===== src/rtl/lsu_mem_stage_if.sv =====
// Request/response and data-memory port bundle for the MEM-stage load/store unit.
// The slave modport is the LSU itself; the master modport is the pipeline side
// together with the word-addressed data memory that answers mem_a with mem_rd.
interface lsu_mem_stage_if;
  // pipeline request side
  logic        req_valid;
  logic        req_ready;
  logic        req_we;
  logic [2:0]  funct3;
  logic [31:0] addr;
  logic [31:0] wdata;
  // load result and fault reporting
  logic [31:0] rdata;
  logic        rvalid;
  logic        stall;
  logic        fault;
  logic [31:0] fault_addr;
  // data memory side
  logic [31:0] mem_a;
  logic        mem_we;
  logic [31:0] mem_wd;
  logic [31:0] mem_rd;

  modport slave (
    input  req_valid, req_we, funct3, addr, wdata, mem_rd,
    output req_ready, rdata, rvalid, stall, fault, fault_addr,
           mem_a, mem_we, mem_wd
  );

  modport master (
    output req_valid, req_we, funct3, addr, wdata, mem_rd,
    input  req_ready, rdata, rvalid, stall, fault, fault_addr,
           mem_a, mem_we, mem_wd
  );
endinterface


===== src/rtl/lsu_mem_stage.sv =====
// MEM-stage load/store unit for the RV32I pipeline. Turns B/H/W loads and stores
// into word accesses on a word-addressed data memory. Sub-word stores are done as
// a read-modify-write: the merged word is built from mem_rd in the accept cycle
// and written back in the following WRITE cycle, during which the pipeline stalls.
// Misaligned and out-of-range requests never touch memory and raise a fault pulse.
module lsu_mem_stage #(
  parameter int MEM_WORDS = 128
) (
  input  logic           clk,
  input  logic           reset,
  lsu_mem_stage_if.slave bus
);

  typedef enum logic {IDLE, WRITE} state_t;

  localparam logic [29:0] MEM_WORDS_W = 30'(MEM_WORDS);

  state_t      state_reg, state_next;
  logic [31:0] addr_reg;
  logic [31:0] merged_reg;
  logic [31:0] rdata_reg;
  logic        rvalid_reg;
  logic        fault_reg;
  logic [31:0] fault_addr_reg;

  logic        idle;
  logic        f3_legal;
  logic        size_half;
  logic        size_word;
  logic        misaligned;
  logic        out_of_range;
  logic        accept;
  logic        fault_now;
  logic        access;
  logic [7:0]  byte_lane;
  logic [15:0] half_lane;
  logic [31:0] load_ext;
  logic [31:0] merged_word;
  logic        ready_c;
  logic [31:0] mem_a_c;
  logic        mem_we_c;
  logic [31:0] mem_wd_c;

  // Request decode: ready depends only on state, so accept has no path through outputs.
  assign idle         = (state_reg == IDLE);
  assign size_half    = (bus.funct3[1:0] == 2'b01);
  assign size_word    = (bus.funct3[1:0] == 2'b10);
  assign misaligned   = (size_half & bus.addr[0]) | (size_word & (bus.addr[1:0] != 2'b00));
  assign out_of_range = (bus.addr[31:2] >= MEM_WORDS_W);
  assign accept       = bus.req_valid & idle & f3_legal;
  assign fault_now    = accept & (misaligned | out_of_range);
  assign access       = accept & ~fault_now;

  // Legal width codes; the unsigned variants only exist for loads.
  always_comb begin
    f3_legal = 1'b0;
    case (bus.funct3)
      3'b000, 3'b001, 3'b010: f3_legal = 1'b1;
      3'b100, 3'b101:         f3_legal = ~bus.req_we;
      default:                f3_legal = 1'b0;
    endcase
  end

  // Select the addressed byte/half of the read word and extend it per funct3.
  always_comb begin
    byte_lane = bus.mem_rd[7:0];
    case (bus.addr[1:0])
      2'd0: byte_lane = bus.mem_rd[7:0];
      2'd1: byte_lane = bus.mem_rd[15:8];
      2'd2: byte_lane = bus.mem_rd[23:16];
      2'd3: byte_lane = bus.mem_rd[31:24];
      default: byte_lane = bus.mem_rd[7:0];
    endcase
    half_lane = bus.addr[1] ? bus.mem_rd[31:16] : bus.mem_rd[15:0];
    case (bus.funct3)
      3'b000:  load_ext = {{24{byte_lane[7]}}, byte_lane};
      3'b100:  load_ext = {24'h0, byte_lane};
      3'b001:  load_ext = {{16{half_lane[15]}}, half_lane};
      3'b101:  load_ext = {16'h0, half_lane};
      default: load_ext = bus.mem_rd;
    endcase
  end

  // Build the read-modify-write word: current memory word with one lane replaced.
  always_comb begin
    merged_word = bus.mem_rd;
    if (size_half) begin
      if (bus.addr[1]) merged_word[31:16] = bus.wdata[15:0];
      else             merged_word[15:0]  = bus.wdata[15:0];
    end else begin
      case (bus.addr[1:0])
        2'd0: merged_word[7:0]   = bus.wdata[7:0];
        2'd1: merged_word[15:8]  = bus.wdata[7:0];
        2'd2: merged_word[23:16] = bus.wdata[7:0];
        2'd3: merged_word[31:24] = bus.wdata[7:0];
        default: merged_word = bus.mem_rd;
      endcase
    end
  end

  // FSM state register.
  always_ff @(posedge clk or posedge reset) begin
    if (reset) state_reg <= IDLE;
    else       state_reg <= state_next;
  end

  // FSM next state and memory-port outputs; mem_we is forced low while reset is high
  // so a pending RMW write is dropped immediately.
  always_comb begin
    state_next = state_reg;
    ready_c    = 1'b0;
    mem_a_c    = bus.addr;
    mem_we_c   = 1'b0;
    mem_wd_c   = bus.wdata;
    case (state_reg)
      IDLE: begin
        ready_c = 1'b1;
        if (access && bus.req_we) begin
          if (size_word) mem_we_c   = 1'b1;
          else           state_next = WRITE;
        end
      end
      WRITE: begin
        mem_a_c    = addr_reg;
        mem_we_c   = 1'b1;
        mem_wd_c   = merged_reg;
        state_next = IDLE;
      end
      default: state_next = IDLE;
    endcase
    mem_we_c = mem_we_c & ~reset;
  end

  // Registered load result, fault report and RMW bookkeeping.
  always_ff @(posedge clk or posedge reset) begin
    if (reset) begin
      addr_reg       <= 32'h0;
      merged_reg     <= 32'h0;
      rdata_reg      <= 32'h0;
      rvalid_reg     <= 1'b0;
      fault_reg      <= 1'b0;
      fault_addr_reg <= 32'h0;
    end else begin
      rvalid_reg <= access & ~bus.req_we;
      fault_reg  <= fault_now;
      if (access && !bus.req_we) rdata_reg <= load_ext;
      if (fault_now) fault_addr_reg <= bus.addr;
      if (access && bus.req_we && !size_word) begin
        addr_reg   <= bus.addr;
        merged_reg <= merged_word;
      end
    end
  end

  assign bus.req_ready  = ready_c;
  assign bus.stall      = ~ready_c;
  assign bus.mem_a      = mem_a_c;
  assign bus.mem_we     = mem_we_c;
  assign bus.mem_wd     = mem_wd_c;
  assign bus.rdata      = rdata_reg;
  assign bus.rvalid     = rvalid_reg;
  assign bus.fault      = fault_reg;
  assign bus.fault_addr = fault_addr_reg;

endmodule


===== src/flat_wrapper.sv =====
// flat-port wrapper written by rule: the top's interface ports become plain ports
module lsu_mem_stage_flat 
#(
  parameter int MEM_WORDS = 128
)
  (clk, reset, bus_req_valid, bus_req_we, bus_funct3, bus_addr, bus_wdata, bus_mem_rd, bus_req_ready, bus_rdata, bus_rvalid, bus_stall, bus_fault, bus_fault_addr, bus_mem_a, bus_mem_we, bus_mem_wd);
  lsu_mem_stage_if bus_i ();
  input  logic clk;
  input  logic reset;
  input wire logic [$bits(bus_i.req_valid)-1:0] bus_req_valid;
  input wire logic [$bits(bus_i.req_we)-1:0] bus_req_we;
  input wire logic [$bits(bus_i.funct3)-1:0] bus_funct3;
  input wire logic [$bits(bus_i.addr)-1:0] bus_addr;
  input wire logic [$bits(bus_i.wdata)-1:0] bus_wdata;
  input wire logic [$bits(bus_i.mem_rd)-1:0] bus_mem_rd;
  output wire logic [$bits(bus_i.req_ready)-1:0] bus_req_ready;
  output wire logic [$bits(bus_i.rdata)-1:0] bus_rdata;
  output wire logic [$bits(bus_i.rvalid)-1:0] bus_rvalid;
  output wire logic [$bits(bus_i.stall)-1:0] bus_stall;
  output wire logic [$bits(bus_i.fault)-1:0] bus_fault;
  output wire logic [$bits(bus_i.fault_addr)-1:0] bus_fault_addr;
  output wire logic [$bits(bus_i.mem_a)-1:0] bus_mem_a;
  output wire logic [$bits(bus_i.mem_we)-1:0] bus_mem_we;
  output wire logic [$bits(bus_i.mem_wd)-1:0] bus_mem_wd;
  assign bus_i.req_valid = bus_req_valid;
  assign bus_i.req_we = bus_req_we;
  assign bus_i.funct3 = bus_funct3;
  assign bus_i.addr = bus_addr;
  assign bus_i.wdata = bus_wdata;
  assign bus_i.mem_rd = bus_mem_rd;
  assign bus_req_ready = bus_i.req_ready;
  assign bus_rdata = bus_i.rdata;
  assign bus_rvalid = bus_i.rvalid;
  assign bus_stall = bus_i.stall;
  assign bus_fault = bus_i.fault;
  assign bus_fault_addr = bus_i.fault_addr;
  assign bus_mem_a = bus_i.mem_a;
  assign bus_mem_we = bus_i.mem_we;
  assign bus_mem_wd = bus_i.mem_wd;
  lsu_mem_stage #(.MEM_WORDS(MEM_WORDS)) u_core (.clk(clk), .reset(reset), .bus(bus_i));
endmodule

===== config.mk =====
export PLATFORM = sky130hd
export DESIGN_NAME = lsu_mem_stage_flat
export DESIGN_NICKNAME = d
export VERILOG_FILES = /design/src/rtl/lsu_mem_stage_if.sv /design/src/rtl/lsu_mem_stage.sv /design/src/flat_wrapper.sv
export SDC_FILE = /design/constraint.sdc
export NUM_CORES = 1
export LEC_CHECK = 0
export CORE_MARGIN = 3
export CORE_UTILIZATION = 46
export DETAILED_ROUTE_END_ITERATION = 10
export PLACE_DENSITY = 0.81
export SLEW_MARGIN = 10
export SYNTH_ARGS = -nofsm -noshare
export SYNTH_HDL_FRONTEND = slang
export SYNTH_SLANG_ARGS = --single-unit
export TNS_END_PERCENT = 30

===== constraint.sdc =====
create_clock -name clk -period 9.4 [get_ports clk]
set_clock_uncertainty 0.05 [all_clocks]
set_input_delay 2.35 -clock clk [delete_from_list [all_inputs] [get_ports clk]]
set_output_delay 2.35 -clock clk [all_outputs]
set_load 0.05 [all_outputs]

# Word-level counts from Yosys, hierarchy flattened

Cells that the tools add are included.

Register bits after elaboration: 131
Input bits: 103
Output and inout bits: 133
Word-level logic and storage cells: 61

$lt $le $gt $ge: 1
Eq/ne operators: 9
Mux-type cells: 20
Bitwise logic cells: 14
Reductions and logical operators: 10

Operators with widths:

| cell                                                                                 | number |
|---|---|
| 32-bit case mux with 4 select lines                                                  | 1 |
| 32-bit two-way mux                                                                   | 3 |
| 16-bit two-way mux                                                                   | 3 |
| 8-bit two-way mux                                                                    | 4 |
| 8-bit case mux with 4 select lines                                                   | 1 |
| 30-bit by 8-bit greater-or-equal comparator with 1-bit output, second input constant | 1 |
| 1-bit bitwise AND                                                                    | 8 |
| 2-bit equality test, second input constant                                           | 3 |
| 3-bit equality test, second input constant                                           | 2 |
| 1-bit case mux with 2 select lines                                                   | 3 |
| 1-bit two-way mux                                                                    | 5 |
| 2-bit by 1-bit equality test with 1-bit output, second input constant                | 2 |
| 1-bit inverter                                                                       | 4 |
| 3-bit by 1-bit equality test with 1-bit output, second input constant                | 1 |
| 3-bit by 2-bit equality test with 1-bit output, second input constant                | 1 |
| 1-bit logical AND                                                                    | 3 |
| 3-bit logical NOT                                                                    | 1 |
| 3-bit OR reduction                                                                   | 1 |
| 1-bit logical NOT                                                                    | 2 |
| 2-bit logical NOT                                                                    | 1 |
| 1-bit bitwise OR                                                                     | 2 |
| 2-bit nonzero test                                                                   | 1 |
| 2-bit OR reduction                                                                   | 1 |

# Depth between registers and ports, before layout

Depth in word-level cells: 11
Mapped depth: 8
Mapped depth without buffers: 5

# Worst setup path after synthesis

No wires, ideal clock.

Path kind: input to output
Start: input port reset
End: output port bus_mem_we
Arrival: 6.049 ns
Required time: 7.000 ns
Path slack: 0.951 ns
Stages: 3
Buffers on the path: 0
Cell sequence: inv_1 > and4_1 > a32o_1

Longest elaborated chain between the ends: 2

RTL lines:

| item              | RTL line             | RTL |
|---|---|---|
| from (decl)       | flat_wrapper.sv:9    | `input logic reset;` |
| 1-bit inverter    | lsu_mem_stage.sv:131 | `mem_we_c = mem_we_c & ~reset;` |
| 1-bit bitwise AND | lsu_mem_stage.sv:131 |  |
| to (decl)         | flat_wrapper.sv:23   | `output wire logic [$bits(bus_i.mem_we)-1:0] bus_mem_we;` |

No other way between the ends.

# Worst setup path in the final report

Start: input port bus_addr[14]
End: output port bus_mem_we

Longest elaborated chain between the ends: 9

RTL lines:

| item                                                          | RTL line             | RTL |
|---|---|---|
| from (decl)                                                   | flat_wrapper.sv:13   | `input wire logic [$bits(bus_i.addr)-1:0] bus_addr;` |
| 30-bit by 8-bit greater-or-equal comparator with 1-bit output | lsu_mem_stage.sv:49  | `assign out_of_range = (bus.addr[31:2] >= MEM_WORDS_W);` |
| 1-bit bitwise OR                                              | lsu_mem_stage.sv:51  | `assign fault_now = accept & (misaligned \| out_of_range);` |
| 1-bit bitwise AND                                             | lsu_mem_stage.sv:51  |  |
| 1-bit inverter                                                | lsu_mem_stage.sv:52  | `assign access = accept & ~fault_now;` |
| 1-bit bitwise AND                                             | lsu_mem_stage.sv:52  |  |
| 1-bit logical AND                                             | lsu_mem_stage.sv:118 | `if (access && bus.req_we) begin` |
| 1-bit two-way mux                                             | lsu_mem_stage.sv:118 |  |
| 1-bit case mux with 2 select lines                            | lsu_mem_stage.sv:115 | `case (state_reg)` |
| 1-bit bitwise AND                                             | lsu_mem_stage.sv:131 |  |

No other way between the ends.

==> impl_metrics.toml <==
[clocking]
cts.hold.buffers_added = 0
post_cts_buffers = 0
ctsResizeCount = 0
worstSkewPairLatency_ns = 0.41
clock_sinks = 131
clk_pin_slew_ns = 0.06
numCtsBuffers = 17
cts_tree = "done"
htree_levels = 4
clockBufferDepth = 2
cts_root_buf = "clkbuf_16"

[critical_path]
r2r_setup_slack_ns = 6.06
crit_type = "primary input to output pin"
r2r_start = "u_core.bus.stall$_DFF_PP0_"
worst-path-max-fanout = 11
ff2ff_path_depth = 6
crit_path_start_kind = "primary input"
critPathRequiredTime_ns = 7.00
arrival_ns = 5.19
critPathLaunch = "bus_addr[14]"
cp-end-kind = "output pin"
regToRegEndpoint = "u_core.addr_reg[4]$_DFFE_PP0P_"

[synthesis]
ys_seq_area_share_pct = 46.9
ys_types = 48
syn_inst = 555
synth_edf_count = 0
synthesis.area_mm2 = 0.00699
syn_avg_cell_area_um2 = 12.6
synthFlopType = "dfrtp_1"
yosys_warnings = 0
ys_ff_latch = 131
synth-async-reset-ratio_pct = 100
synth_nets = 658

[outcome]
outcome = "finished clean"

[timing]
hold_violations = 0
max_freq_ghz = 0.132
hold_ws_ns = 0.432
setup_viol = 0
fin_crit_ns = 7.59
rsz0062_at_grt = "no"
worst_slack_ns = 1.81
fin_crit_sh_pct = 80.7
fin_tns_setup_ns = 0
slew_viol_final = 0
tightest_slew_ns = 1.19
slew_headroom_pct = 20.4

[global_route]
grt_max_degree = 77
grt_pass1_wl_um = 32100
grt_pass1_vias = 5731
antenna_found_initial = 0
grt-ovfl-total = 0
track_usage_pct = 24.8

[floorplanning]
die_w_um = 129
io_pins = 236
fp.dieArea_mm2 = 0.0167
die_y_um = 129
start_util_pct = 47.5
design.core.area_mm2 = 0.0147
row_count = 44

[routing]
ant_nets = 0
route.detailed.drc = 0
drt_wl_total_um = 20600
vias = 5548
wl_per_cell_um = 21.2
dr.first_iter.drc_count = 453
first_pass_iters = 5
viasPerCell = 5.73

[worst_hold_path]
holdPathEnd = "u_core.addr_reg[22]$_DFFE_PP0P_"
worstHoldStart = "u_core.addr_reg[22]$_DFFE_PP0P_"
hold_path_class = "flip-flop to flip-flop"
whs_path_depth = 1

[final_layout]
nets = 875
multi_input_area_mm2 = 0.00345
stdcell_count = 969
postLayoutCoreUtil_pct = 68.0
fillers = 1053
diodes = 0
area_growth_pct = 42.9
drive_gt1_share_pct = 28.2
fin_area_mm2 = 0.00999
ff_latch_area_mm2 = 0.00328

[place]
dp_cells = 937
dp_hpwl_um = 15200
postPlaceCellArea_mm2 = 0.00940
post-place-ws_ns = 1.84
numPortBuffers = 235
place_congestion = 0.917

[pwr]
p_leak_nw = 4.35
finalPower_mw = 1.66
power_density_mw_per_mm2 = 166
vdd_drop_max_mv = 0.112

[job]
maxCapViolCount = 0
[final cells by class]
class                           instances  area share, %
Tap cell                              184           2.30
Inverter                                6          0.401
Clock buffer                           23           4.58
Clock inverter                          9           1.30
Timing Repair Buffer                  242           24.1
Multi-Input combinational cell        374           34.5
Sequential cell                       131           32.8
[cell families (layout without fill, tap and decap cells)]
family	count (synthesis)	count (layout)	synth area share (%)
flip-flops	131	131	46.9
AND/OR/NAND/NOR	105	105	9.58
AO/OA/AOI/OAI	97	97	10.7
buffers and inverters	50	280	3.79
multiplexers	172	172	29.1
[synth_stat cells (9+ instances only)]
| master | number | share of area, % |
|---|---|---|
| mux2_2 | 151 | 24 |
| nor2_1 | 10 | 0.54 |
| and3b_1 | 17 | 2.1 |
| o21ai_0 | 10 | 0.72 |
| mux2_4 | 19 | 4.1 |
| a21oi_1 | 11 | 0.79 |
| dfrtp_1 | 131 | 47 |
| clkbuf_1 | 29 | 1.6 |
| o2bb2ai_1 | 16 | 2.0 |
| nand2_1 | 9 | 0.48 |
| and2_1 | 23 | 2.1 |
| nor2b_1 | 10 | 0.90 |
| a22o_1 | 21 | 2.6 |
[cells in the final DEF (no fill, tap or decap), types with 3 or more instances in the layout]
master           synthesis  routed
a211o_1                  7       7
a21oi_1                 11      11
a22o_1                  21      21
a22o_2                   3       3
a31oi_1                  8       8
and2_1                  23      23
and2b_2                  3       3
and3b_1                 17      17
buf_4                    0       7
bufinv_16                0       3
clkbuf_1                29       5
clkbuf_16                0      17
clkdlybuf4s50_1          0     235
clkinv_2                 0       3
dfrtp_1                131     130
inv_1                    4       3
mux2_2                 151     151
mux2_4                  19      19
nand2_1                  9       9
nand3_1                  8       8
nor2_1                  10      10
nor2b_1                 10      10
nor4_1                   5       5
o21ai_0                 10      10
o2bb2ai_1               16      16
o31ai_1                  7       7
o41ai_1                  7       7
or3_1                    8       8
[worst max-delay path: stages]
cell and delay (ns):
clkdlybuf4s50_1 0.45, nor4_1 0.41, nand4_1 0.48, nor4_1 0.43
a32o_1 0.22, clkdlybuf4s50_1 0.84
[power breakdown]
part | leakage [nW] | switching [mW] | total [mW] | internal (mW)
sequential | 1.76 | 0.0122 | 0.600 | 0.588
clock | 0.285 | 0.241 | 0.664 | 0.423
combinational | 2.30 | 0.237 | 0.392 | 0.156
total | 4.35 | 0.490 | 1.66 | 1.17
[per-layer routing]
| layer | vias up | GRT usage [%] | wire length [um] |
|---|---|---|---|
| met3 | 43 | 5.19 | 1290 |
| met2 | 229 | 39.7 | 9950 |
| li1 | 2505 | - | - |
| met5 | - | 0 | 0 |
| met1 | 2771 | 33.2 | 8670 |
| met4 | 0 | 10.1 | 663 |
[how the worst max path moves through the flow]
stage | endpoint | slack, ns | depth (start not counted)
3_5_place_dp | bus_mem_we | 1.84 | 6
3_3_place_gp | bus_mem_we | 1.94 | 6
4_1_cts | bus_mem_we | 1.86 | 6
5_1_grt | bus_mem_we | 1.64 | 6
6_report | bus_mem_we | 1.81 | 6
2_1_floorplan | bus_mem_we | 0.95 | 3
No activity file was read; power rests on OpenSTA's default activity.
